[src/rtl/instr_queue.sv]
// instr_queue: circular instruction queue between fetch and decode with almost-full throttle.
// Optional same-cycle bypass of an empty queue when INSTR_QUEUE_BYPASS_EN is defined.
// Ports:
//   CLK            rising-edge clock
//   RESET          synchronous active-low reset
//   FREEZE         hold all state
//   FLUSH          discard contents (has priority over FREEZE)
//   enq_valid      fetch presents Instr_in/PC_in
//   deq_ready      decode consumes the head
//   out_valid      head valid; Instr_out/PC_out/is_branch_out zero when low
//   no_new_fetch   count >= AFULL_LEVEL
//   count          current occupancy
module instr_queue #(
  parameter int DEPTH = 4,
  parameter int AFULL_LEVEL = 3
) (
  input  logic                     CLK,
  input  logic                     RESET,
  input  logic                     FREEZE,
  input  logic                     FLUSH,
  input  logic                     enq_valid,
  input  logic [31:0]              Instr_in,
  input  logic [31:0]              PC_in,
  input  logic                     deq_ready,
  output logic                     out_valid,
  output logic [31:0]              Instr_out,
  output logic [31:0]              PC_out,
  output logic                     is_branch_out,
  output logic                     no_new_fetch,
  output logic [$clog2(DEPTH):0]   count
);
  localparam int AW = $clog2(DEPTH);
  localparam int CW = AW + 1;
  logic [31:0] mem_instr [DEPTH];
  logic [31:0] mem_pc [DEPTH];
  logic [AW-1:0] wptr, rptr;
  logic live, byp, enq_fire, deq_fire, wr, rd;
  logic [5:0] op, funct;
  always_comb begin
    live = !FREEZE && !FLUSH;
`ifdef INSTR_QUEUE_BYPASS_EN
    byp = live && enq_valid && (count == '0);
`else
    byp = 1'b0;
`endif
    out_valid = (count != '0) || byp;
    enq_fire = live && enq_valid && (count < CW'(DEPTH));
    deq_fire = live && out_valid && deq_ready;
    // a bypassed word consumed the same cycle never touches storage
    wr = enq_fire && !(byp && deq_ready);
    rd = deq_fire && !byp;
    Instr_out = byp ? Instr_in : (count != '0) ? mem_instr[rptr] : '0;
    PC_out = byp ? PC_in : (count != '0) ? mem_pc[rptr] : '0;
    op = Instr_out[31:26];
    funct = Instr_out[5:0];
    is_branch_out = (op != 6'd0 && op <= 6'd7) || (op == 6'd0 && (funct == 6'd8 || funct == 6'd9));
    no_new_fetch = count >= CW'(AFULL_LEVEL);
  end
  always_ff @(posedge CLK) begin
    if (!RESET || FLUSH) begin
      wptr <= '0;
      rptr <= '0;
      count <= '0;
    end else if (!FREEZE) begin
      if (wr) wptr <= wptr + 1'b1;
      if (rd) rptr <= rptr + 1'b1;
      count <= count + CW'(wr) - CW'(rd);
    end
  end
  always_ff @(posedge CLK) begin
    if (RESET && wr) begin
      mem_instr[wptr] <= Instr_in;
      mem_pc[wptr] <= PC_in;
    end
  end
endmodule

[config.mk]
export PLATFORM = sky130hd
export DESIGN_NAME = instr_queue
export DESIGN_NICKNAME = d
export VERILOG_FILES = /design/src/rtl/instr_queue.sv
export SDC_FILE = /design/constraint.sdc
export NUM_CORES = 1
export LEC_CHECK = 0
export CAP_MARGIN = 5
export CORE_MARGIN = 2
export CORE_UTILIZATION = 54
export DETAILED_ROUTE_END_ITERATION = 6
export PLACE_DENSITY = 0.87
export SETUP_SLACK_MARGIN = 0.4
export SLEW_MARGIN = 20
export SYNTH_ARGS = -nofsm -noshare
export SYNTH_HDL_FRONTEND = slang
export SYNTH_SLANG_ARGS = --single-unit
[constraint.sdc]
create_clock -name CLK -period 4.9 [get_ports CLK]
set_input_delay 0.98 -clock CLK [delete_from_list [all_inputs] [get_ports CLK]]
set_output_delay 0.98 -clock CLK [all_outputs]
set_load 0.005 [all_outputs]
==> impl_metrics.ini, run 1 <==
[outcome]
status = complete, no violations

[timing]
rsz0062_at_grt = no
fin_crit_ns = 3.95
finalHoldViolations = 0
hold_slack_ns = 0.564
slew_violations = 0
period_share_pct = 80.6
relSlewSlack_pct = 32.6
setup_tns_ns = 0
tightest_slew_ns = 1.01
max_freq_mhz = 253
finalClockSkew_ns = 0.00686
setup_viol = 0

[power_and_ir_drop]
power_density_mw_per_mm2 = 366
leakage_nw = 4.01
p_sw_share_pct = 18.3
p_comb_share_pct = 3.6
p_seq_share_pct = 53.8
total_power_mw = 4.64
peakVddDrop_v = 0.000308
p_switching_mw = 0.848
clock_power_share_pct = 42.6
intPower_mw = 3.79

[floorplan]
dieArea_sq_mm = 0.0200
coreArea_sq_mm = 0.0186
die_h_microns = 142
die_w_microns = 142
initial_core_util_pct = 54.8
rows = 50
ioPinCount = 140

[synth]
synth_compound_area_share_pct = 0.306
ys_seq_area_share_pct = 77.0
synth_top_area_cell = edfxtp_1
ys_types = 28
synth_top_area_share_pct = 75.2
synth.most_common_cell = edfxtp_1
ys.flop_type = edfxtp_1
yosys.area_share.adder_pct = 1.05
ys_ff_latch = 265
ys_warn_count = 0
syn_area_sq_mm = 0.0102
synth-edff-count = 256
ys_top_cells_by_count = edfxtp_1 (256), and2_1 (63), mux4_2 (61), nor2_1 (10)
synthMuxAreaShare_pct = 14.4
netlist_instances = 465
yosys.area_share.simple_pct = 5.35
synth_top_family_by_area = multiplexers
async_flop_share_pct = 0
synth_fp_nets = 543
synth_area_leaders = edfxtp_1 (75%), mux4_2 (13%), and2_1 (3.9%), dfxtp_1 (1.8%), ha_1 (0.86%)
synth_xor_xnor_area_share_pct = 0.343
avgSynthCellArea_sq_um = 22.0

[cells_and_area]
fillers = 1168
drive_gt1_share_pct = 17.3
antennaDiodeCount = 0
nNetsFinal = 691
area_growth_pct = 24.2

[clock_tree]
hold_buffers = 0
cts_tree = yes
cts.clk_slew.worst_paths_ns = 0.06
postCtsResizedCells = 0
cts_root_buffer = clkbuf_16
postCtsSetupBuffers = 0
clk_path_buf_depth = 3
cts.sinks = 265
worstSkewPairLatency_ns = 0.51
cts_buffers = 26
cts_max_level = 1

[drt]
drc = 0
wl_microns = 19100
vias = 4978
viasPerCell = 5.75
ant_nets = 0
wl_per_cell_microns = 22.1
first_pass_iters = 4
drt_iter0_drc = 340

[setup_path]
timing.critical_path.buf_inv = 1
cp_max_fo = 31
cp_slowest_stage_delay_ns = 0.74
start_kind = register
critPathCaptureType = output port
r2r_slack_ns = 1.72
arrival_ns = 2.97
critPathRequiredTime_ns = 3.92
critical_path.cell_chain = mux4_2 > nor4_2 > nand2_1 > a21oi_1 > clkdlybuf4s50_1
path_delay_family = flip-flops
cpMaxStageDelayCell = dfxtp_4
crit_type = reg -> out

[placed_design]
portBuffers = 139
dpl.hpwl_microns = 11200
place_congestion = 0.752

[global_route]
groute.usage.overall_pct = 19.4
grt_first_pass_wirelength_microns = 29500
grt_max_degree = 65
antenna_found_initial = 1
grt_pass1_vias = 5241
grt-ovfl-total = 0

[run]
cap_violations = 0

[min_path]
holdCritPathClass = reg -> reg
## through the flow
stage | instances | util (%) | worst slack (ns) | instance area, sq um
3_5_place_dp | 819 | 63.5 | 1.26 | 11800
4_1_cts | 865 | 68.0 | 0.853 | 12700
2_1_floorplan | 465 | - | 1.29 | 10200
3_3_place_gp | 819 | 63.5 | 1.42 | 11800
6_report | 865 | 68.0 | 0.951 | 12700
5_1_grt | 865 | 68.0 | 0.708 | 12700
## metal layers
layer / part of all wire (%) / track usage (%) / vias to the layer above
met5: 0.068 / 0 / -
met4: 1.6 / 4.47 / 2
met3: 5.7 / 3.98 / 29
met2: 52 / 34.2 / 158
met1: 41 / 25.1 / 2604
li1: - / - / 2185
## cell families after synthesis
| kind of cell | Yosys count |
|---|---|
| xor gates and xnor gates | 4 |
| adders and majority gates | 8 |
| AOI/OAI and AO/OA | 5 |
| buffers and inverters | 30 |
| muxes | 66 |
| DFF | 265 |
| and+or+nand+nor | 87 |
## placed cells by master (no fill, tap or decap), types with 2 or more instances in the layout
| master | instances |
|---|---|
| mux4_1 | 3 |
| dfxtp_1 | 7 |
| clkbuf_1 | 2 |
| clkdlybuf4s50_1 | 139 |
| mux4_2 | 61 |
| clkinv_2 | 2 |
| and2_1 | 63 |
| buf_4 | 4 |
| nor4_2 | 2 |
| dfxtp_4 | 2 |
| nor2_1 | 10 |
| xnor2_1 | 2 |
| clkbuf_16 | 27 |
| mux2i_1 | 2 |
| and3_4 | 4 |
| inv_1 | 7 |
| xor2_1 | 2 |
| bufinv_16 | 4 |
| a21oi_1 | 2 |
| edfxtp_1 | 256 |
| clkinv_1 | 11 |
| nand2_1 | 2 |
| ha_1 | 7 |
## cell type report
class	instances	area [sq um]	share of cell area (%)
Clock buffer	29	683	5.39
Multi-Input combinational cell	170	2210	17.5
Tap cell	234	293	2.31
Clock inverter	17	171	1.35
Inverter	7	26.3	0.207
Sequential cell	265	7880	62.1
Timing Repair Buffer	143	1420	11.2
## power by group through the flow
stage / Combinational (mW) / Clock [mW] / Sequential (mW)
2_1_floorplan: 0.0451 / 0 / 2.55
3_3_place_gp: 0.160 / 0 / 2.55
3_5_place_dp: 0.167 / 0 / 2.55
4_1_cts: 0.168 / 2.02 / 2.50
5_1_grt: 0.179 / 2.10 / 2.50
6_report: 0.167 / 1.98 / 2.50
## registers in the layout (all words and copies together), names as in the netlist, named ones only
| name | count |
|---|---|
| mem_instr | 128 |
| count | 3 |
| wptr | 2 |
| rptr | 2 |
| mem_pc | 128 |
## path summary, 6_finish.rpt
path | start | to | cells past startpoint
min | rptr[1] | rptr[1] | 2
max reg2reg | count[2] | count[2] | 10
max | register | is_branch_out | 5
min reg2reg | rptr[1] | rptr[1] | 2
## worst register-to-register path, stage by stage, from the launching register on
cell and delay (ns):
dfxtp_1 0.36, or3_2 0.75, buf_4 0.37, and3_1 0.27, ha_1 0.28, inv_1 0.04, ha_1 0.20, fa_1 0.39
xor2_1 0.14, nor2_1 0.06, a211oi_1 0.22
Note: power is estimated with default switching activity, not from simulation.
==> run 2: changes to the inputs <==
--- a/config.mk
+++ b/config.mk
@@ -7,9 +7,9 @@
 export LEC_CHECK = 0
 export CAP_MARGIN = 5
 export CORE_MARGIN = 2
-export CORE_UTILIZATION = 54
+export CORE_UTILIZATION = 49
 export DETAILED_ROUTE_END_ITERATION = 6
-export PLACE_DENSITY = 0.87
+export PLACE_DENSITY = 0.83
 export SETUP_SLACK_MARGIN = 0.4
 export SLEW_MARGIN = 20
 export SYNTH_ARGS = -nofsm -noshare
==> constraint.sdc (replaced) <==
create_clock -name CLK -period 3.6 [get_ports CLK]
set_input_delay 0.72 -clock CLK [delete_from_list [all_inputs] [get_ports CLK]]
set_output_delay 0.72 -clock CLK [all_outputs]
set_load 0.005 [all_outputs]
==> impl_metrics.ini, run 2 (synthesis results as in run 1) <==
[power_and_ir_drop]
total_power_mw = 6.29
peakVddDrop_v = 0.000465
power_density_mw_per_mm2 = 481
leakage_nw = 4.17

[drt]
drt_iter0_drc = 314
vias = 5063
ant_nets = 0
wl_per_cell_microns = 21.7
viasPerCell = 5.47
first_pass_iters = 4
drc = 0
wl_microns = 20100

[clock_tree]
cts_tree = yes
clk_path_buf_depth = 3
worstSkewPairLatency_ns = 0.51
cts_buffers = 26
hold_buffers = 0
cts_max_level = 1
cts.clk_slew.worst_paths_ns = 0.06
cts.sinks = 265
cts_root_buffer = clkbuf_16

[timing]
rsz0062_at_grt = yes
finalClockSkew_ns = 0.00827
fin_crit_ns = 3.16
max_freq_mhz = 316
setup_viol = 0
period_share_pct = 87.9
finalHoldViolations = 0
slew_violations = 0
relSlewSlack_pct = 70.8
setup_tns_ns = 0
tightest_slew_ns = 0.438

[global_route]
groute.usage.overall_pct = 18.3
grt_first_pass_wirelength_microns = 30700
grt-ovfl-total = 0
antenna_found_initial = 1
grt_pass1_vias = 5460
grt_max_degree = 37

[floorplan]
coreArea_sq_mm = 0.0204
dieArea_sq_mm = 0.0220
initial_core_util_pct = 50.2
die_w_microns = 148
die_h_microns = 148
ioPinCount = 140
rows = 52

[cells_and_area]
final_area_sq_mm = 0.0131
drive_gt1_share_pct = 20.8
area_growth_pct = 28.0
layout_common_cells = edfxtp_1 (256), clkdlybuf4s50_1 (138), and2_1 (63)
fin_cells = 925
reg_top3 = mem_instr: 128 flops, mem_pc: 128 flops, count: 3 flops
final_common_cell = edfxtp_1
nNetsFinal = 712

[outcome]
status = complete, no violations

[setup_path]
crit_type = reg -> out
arrival_ns = 2.44
cp_max_fo = 15
start_kind = register
critPathRequiredTime_ns = 2.88
reg2reg_from = count[0]
critPathCaptureType = output port

[placed_design]
dpl_cell_area_sq_mm = 0.0120
portBuffers = 139
placedCellCount = 866
place_congestion = 0.737
dpl.hpwl_microns = 12100

[min_path]
hold_start = rptr[1]
holdCritPathClass = reg -> reg

[run]
cap_violations = 0
run 2: path summary, 6_finish.rpt:
kind,end,cells after the start,slack (ns)
setup / recovery,PC_out[30],6,0.44
hold / removal,rptr[1],2,0.56
setup reg to reg,count[2],10,0.73
hold reg to reg,rptr[1],2,0.56
run 2: stage by stage:
step           hold slack, ns  setup slack, ns  utilization [%]
2_1_floorplan           0.485            0.953                -
3_3_place_gp            0.504            0.543             59.0
3_5_place_dp            0.518            0.414             59.0
4_1_cts                 0.536            0.239             63.7
5_1_grt                 0.597            0.353             64.2
6_report                0.558            0.436             64.2
run 2: repair_timing:
item	4_1_cts	5_1_grt
cloned	0	2
endpoints found under the setup margin	50	50
buffers inserted	6	2
pin swaps	0	2
gates resized for setup	8	10
run 2: power by group:
| part | total (mW) | switching (mW) | internal (mW) |
|---|---|---|---|
| combinational | 0.238 | 0.0982 | 0.140 |
| sequential | 3.40 | 0.00551 | 3.39 |
| clock | 2.65 | 1.07 | 1.58 |
| total | 6.29 | 1.17 | 5.12 |
run 2: layout make-up:
| cell class | instances | area [sq um] |
|---|---|---|
| fill | 1324 | 7290 |
| clock inverter | 16 | 156 |
| sequential | 265 | 7880 |
| tap | 270 | 338 |
| antenna | 1 | 2.50 |
| timing repair buffer | 163 | 1740 |
| inverter | 7 | 26.3 |
| multi-input combinational | 171 | 2240 |
| clock buffer | 32 | 694 |
run 2: critical path, cell delays in order, from the launching register on:
cell and delay (ns):
dfxtp_4 0.36, buf_12 0.12, buf_12 0.11, buf_12 0.17, mux4_2 0.52, and2_1 0.20, clkdlybuf4s50_1 0.46
run 2: layer usage:
layer	vias up	GRT usage, %	share of wire, %
met5	-	0	0
met4	0	4.52	1.9
met3	28	3.80	5.8
met2	154	32.0	52
met1	2657	23.9	41
li1	2224	-	-
==> run 3: changes to the inputs <==
--- a/config.mk
+++ b/config.mk
@@ -8,7 +8,10 @@
 export CAP_MARGIN = 5
 export CORE_MARGIN = 2
 export CORE_UTILIZATION = 49
+export CTS_CLUSTER_SIZE = 14
 export DETAILED_ROUTE_END_ITERATION = 6
+export HOLD_SLACK_MARGIN = 0.08
+export MAX_ROUTING_LAYER = met4
 export PLACE_DENSITY = 0.83
 export SETUP_SLACK_MARGIN = 0.4
 export SLEW_MARGIN = 20
==> impl_metrics.ini, run 3 (synthesis results as in run 1) <==
[setup_path]
crit_type = reg -> out
r2r-end = count[2]
start_kind = register
r2r_slack_ns = 0.73
cp_max_fo = 5
reg2reg_from = count[0]
arrival_ns = 2.45
crit_end = Instr_out[1]
critPathCaptureType = output port
rr_worst_depth = 10
critPathRequiredTime_ns = 2.88

[cells_and_area]
nNetsFinal = 712
area_growth_pct = 28.3
layout_common_cells = edfxtp_1 (256), clkdlybuf4s50_1 (138), and2_1 (63)
drive_gt1_share_pct = 20.6
final_common_cell = edfxtp_1
reg_top3 = mem_instr: 128 flops, mem_pc: 128 flops, count: 3 flops
fin_util_pct = 64.4
fillers = 1330
fin_cells = 925

[timing]
setup_viol = 0
tightest_slew_ns = 0.437
setup_tns_ns = 0
slew_violations = 0
timing.final.ws_setup_ns = 0.433
period_share_pct = 88.0
hold_slack_ns = 0.555
fin_crit_ns = 3.17
rsz0062_at_grt = yes
finalClockSkew_ns = 0.0125
finalHoldViolations = 0
relSlewSlack_pct = 70.9
max_freq_mhz = 316

[clock_tree]
clk_path_buf_depth = 3
hold_buffers = 0
cts_tree = yes
cts.clk_slew.worst_paths_ns = 0.06
cts_max_level = 1
worstSkewPairLatency_ns = 0.51
cts_buffers = 26
cts.sinks = 265
cts_root_buffer = clkbuf_16

[placed_design]
portBuffers = 139
pre_cts_ws_ns = 0.414
placedCellCount = 866
place_congestion = 0.746
dpl.hpwl_microns = 12100

[global_route]
groute.usage.overall_pct = 18.9
grt-ovfl-total = 0
grt_max_degree = 37
antenna_found_initial = 1
grt_first_pass_wirelength_microns = 30600
grt_pass1_vias = 5416

[drt]
wl_microns = 20000
drt_iter0_drc = 278
drc = 0
vias = 5032
viasPerCell = 5.44
ant_nets = 0
wl_per_cell_microns = 21.7
first_pass_iters = 4

[floorplan]
die_h_microns = 148
initial_core_util_pct = 50.2
ioPinCount = 140
rows = 52
dieArea_sq_mm = 0.0220
die_w_microns = 148
coreArea_sq_mm = 0.0204

[min_path]
holdCritPathClass = reg -> reg

[power_and_ir_drop]
peakVddDrop_v = 0.000370
power_density_mw_per_mm2 = 486
leakage_nw = 4.18

[outcome]
status = complete, no violations

[run]
cap_violations = 0
==> run 3: worst max-delay path, stage by stage, from the launching register on <==
cell,delay (ns)
dfxtp_4,0.36
clkbuf_4,0.22
buf_4,0.14
mux4_2,0.53
and2_1,0.22
clkdlybuf4s50_1,0.47
==> run 3: power breakdown <==
group	switching, mW	internal [mW]
sequential	0.00558	3.39
combinational	0.0980	0.140
clock	1.07	1.65
==> run 3: worst min path at each step <==
stage | start | endpoint | cells after the start | slack (ns)
2_1_floorplan | rptr[1] | register | 2 | 0.48
3_3_place_gp | rptr[1] | register | 2 | 0.50
3_5_place_dp | rptr[1] | register | 2 | 0.52
4_1_cts | rptr[1] | rptr[1] | 2 | 0.54
5_1_grt | rptr[1] | rptr[1] | 2 | 0.60
6_report | rptr[1] | register | 2 | 0.56
==> run 3: area by class of cell <==
cell class | count | area [sq um] | share of cell area (%)
sequential | 265 | 7880 | 60.1
clock buffer | 32 | 694 | 5.30
timing repair buffer | 163 | 1750 | 13.4
multi-input combinational | 171 | 2240 | 17.1
antenna | 1 | 2.50 | 0.0191
inverter | 7 | 26.3 | 0.200
clock inverter | 16 | 180 | 1.37
tap | 270 | 338 | 2.58
==> run 3: metrics by stage <==
step | instance area (sq um) | total power, mW
after floorplan | 10200 | 3.53
after global placement | 12000 | 3.69
after detailed placement | 12000 | 3.70
after CTS | 13000 | 6.42
after global routing | 13100 | 6.56
final | 13100 | 6.37
==> run 3: per-layer routing <==
| layer | share of wire [%] | up-vias | global-route usage (%) |
|---|---|---|---|
| met3 | 6.3 | 31 | 3.34 |
| met4 | 2.3 | 0 | 4.90 |
| met2 | 52 | 180 | 31.9 |
| met1 | 40 | 2593 | 24.0 |
| li1 | - | 2228 | - |
| met5 | 0 | - | - |
==> run 3: timing repair <==
item	4_1_cts	5_1_grt
pin swaps	0	2
buffers inserted	6	2
resized for setup	8	11
endpoints found under the setup margin	50	50
gates cloned	0	2
==> RTL change: new RTL, flow settings as in run 2 <==
Build with the macro `INSTR_QUEUE_BYPASS_EN` defined.
--- a/src/rtl/instr_queue.sv
+++ b/src/rtl/instr_queue.sv
@@ -12,2 +12,4 @@
 //   count          current occupancy
+`define INSTR_QUEUE_BYPASS_EN
+
 module instr_queue #(
Behaviour: not the same (Yosys sat finds a counterexample within 4 cycles, from zero or initial values).
==> RTL change against run 2 <==
Sequential power barely moved; global-route usage rose by 2.8 points; power rose by 3.0%; setup slack improved by 0.0049 ns; area after synthesis rose by 2.2%; cell area rose by 5.8%; critical path depth did not move; combinational power rose by 44%; sequential cell count did not move; final cell count rose by 6.1%; register-to-register slack improved by 0.19 ns; count of clock-buffer cells in the layout rose by 2; routed wire length rose by 20%; critical path type unchanged; largest cell class unchanged; largest power group unchanged; highest routed layer unchanged.
==> RTL change: results <==
# TYPE chip_impl_metric gauge
chip_impl_metric{name="cts_setup_buffers",unit=""} 25
chip_impl_metric{name="net_count_final",unit=""} 763
chip_impl_metric{name="detail_route.iter0.violations",unit=""} 488
chip_impl_metric{name="synth.yosys.seq_area_share",unit="%"} 75.4
chip_impl_metric{name="use_met2",unit="%"} 35.0
chip_impl_metric{name="non_clock_buffer_count",unit=""} 206
chip_impl_metric{name="worstPathMaxFanout",unit=""} 10
chip_impl_metric{name="viasPerCell",unit=""} 5.88
chip_impl_metric{name="dp_cell_count",unit=""} 883
chip_impl_metric{name="cts_resized",unit=""} 121
chip_impl_metric{name="globalplace.congestion",unit=""} 0.722
chip_impl_metric{name="syn_nets",unit=""} 560
chip_impl_metric{name="seq-cell-share",unit="%"} 56.9
chip_impl_metric{name="met2WireLength",unit="um"} 12100
chip_impl_metric{name="max-slew-margin-rel",unit="%"} 49.0
chip_impl_metric{name="met1_usage",unit="%"} 29.2
chip_impl_info{name="synth_commonest_cells",value="sky130_fd_sc_hd__edfxtp_1 (256), sky130_fd_sc_hd__a22o_1 (64), sky130_fd_sc_hd__mux4_2 (59)"} 1
chip_impl_metric{name="static-leakage-power",unit="nW"} 4.84
chip_impl_metric{name="clock_cell_share_of_area",unit="%"} 6.36
chip_impl_metric{name="wl_met3",unit="um"} 1750
chip_impl_metric{name="pre_cts_slack",unit="ns"} 0.0617
chip_impl_metric{name="whs",unit="ns"} 0.535
chip_impl_info{name="outcome",value="completed"} 1
chip_impl_metric{name="multi_input_gate_share_of_total_cell_area",unit="%"} 17.7
chip_impl_metric{name="grt_max_degree",unit=""} 68
chip_impl_info{name="netlist_top_cells_area",value="sky130_fd_sc_hd__edfxtp_1 (74%), sky130_fd_sc_hd__mux4_2 (13%), sky130_fd_sc_hd__a22o_1 (5.4%)"} 1
chip_impl_metric{name="buf_share",unit="%"} 16.3
chip_impl_metric{name="layout.clock_buffers",unit=""} 34
chip_impl_metric{name="total_number_of_sequential_cells",unit=""} 265
chip_impl_info{name="worst_r2r_startpoint",value="count[1]"} 1
[RTL change: power breakdown]
part           switching [W]  internal [W]
clock                0.00109       0.00165
sequential        0.00000357       0.00339
combinational       0.000152      0.000191
total                0.00125       0.00522
[RTL change: kinds of logic (layout without fill, tap and decap cells)]
family / after synthesis / count (layout) / synth area share [%]
AND/OR/NAND/NOR: 29 / 29 / 1.45
adder cells (fa/ha/maj): 8 / 8 / 1.03
buffers and inverters: 38 / 261 / 1.64
multiplexers: 67 / 67 / 14.3
AO/OA/AOI/OAI: 71 / 71 / 5.87
other: 0 / 1 / 0
XOR/XNOR: 4 / 4 / 0.336
flip-flops: 265 / 265 / 75.4
[RTL change: worst min-delay path, stage by stage, from the launching register on]
cell	delay, ns
sky130_fd_sc_hd__dfxtp_1	0.33
sky130_fd_sc_hd__xor2_1	0.07
sky130_fd_sc_hd__nor2_1	0.10
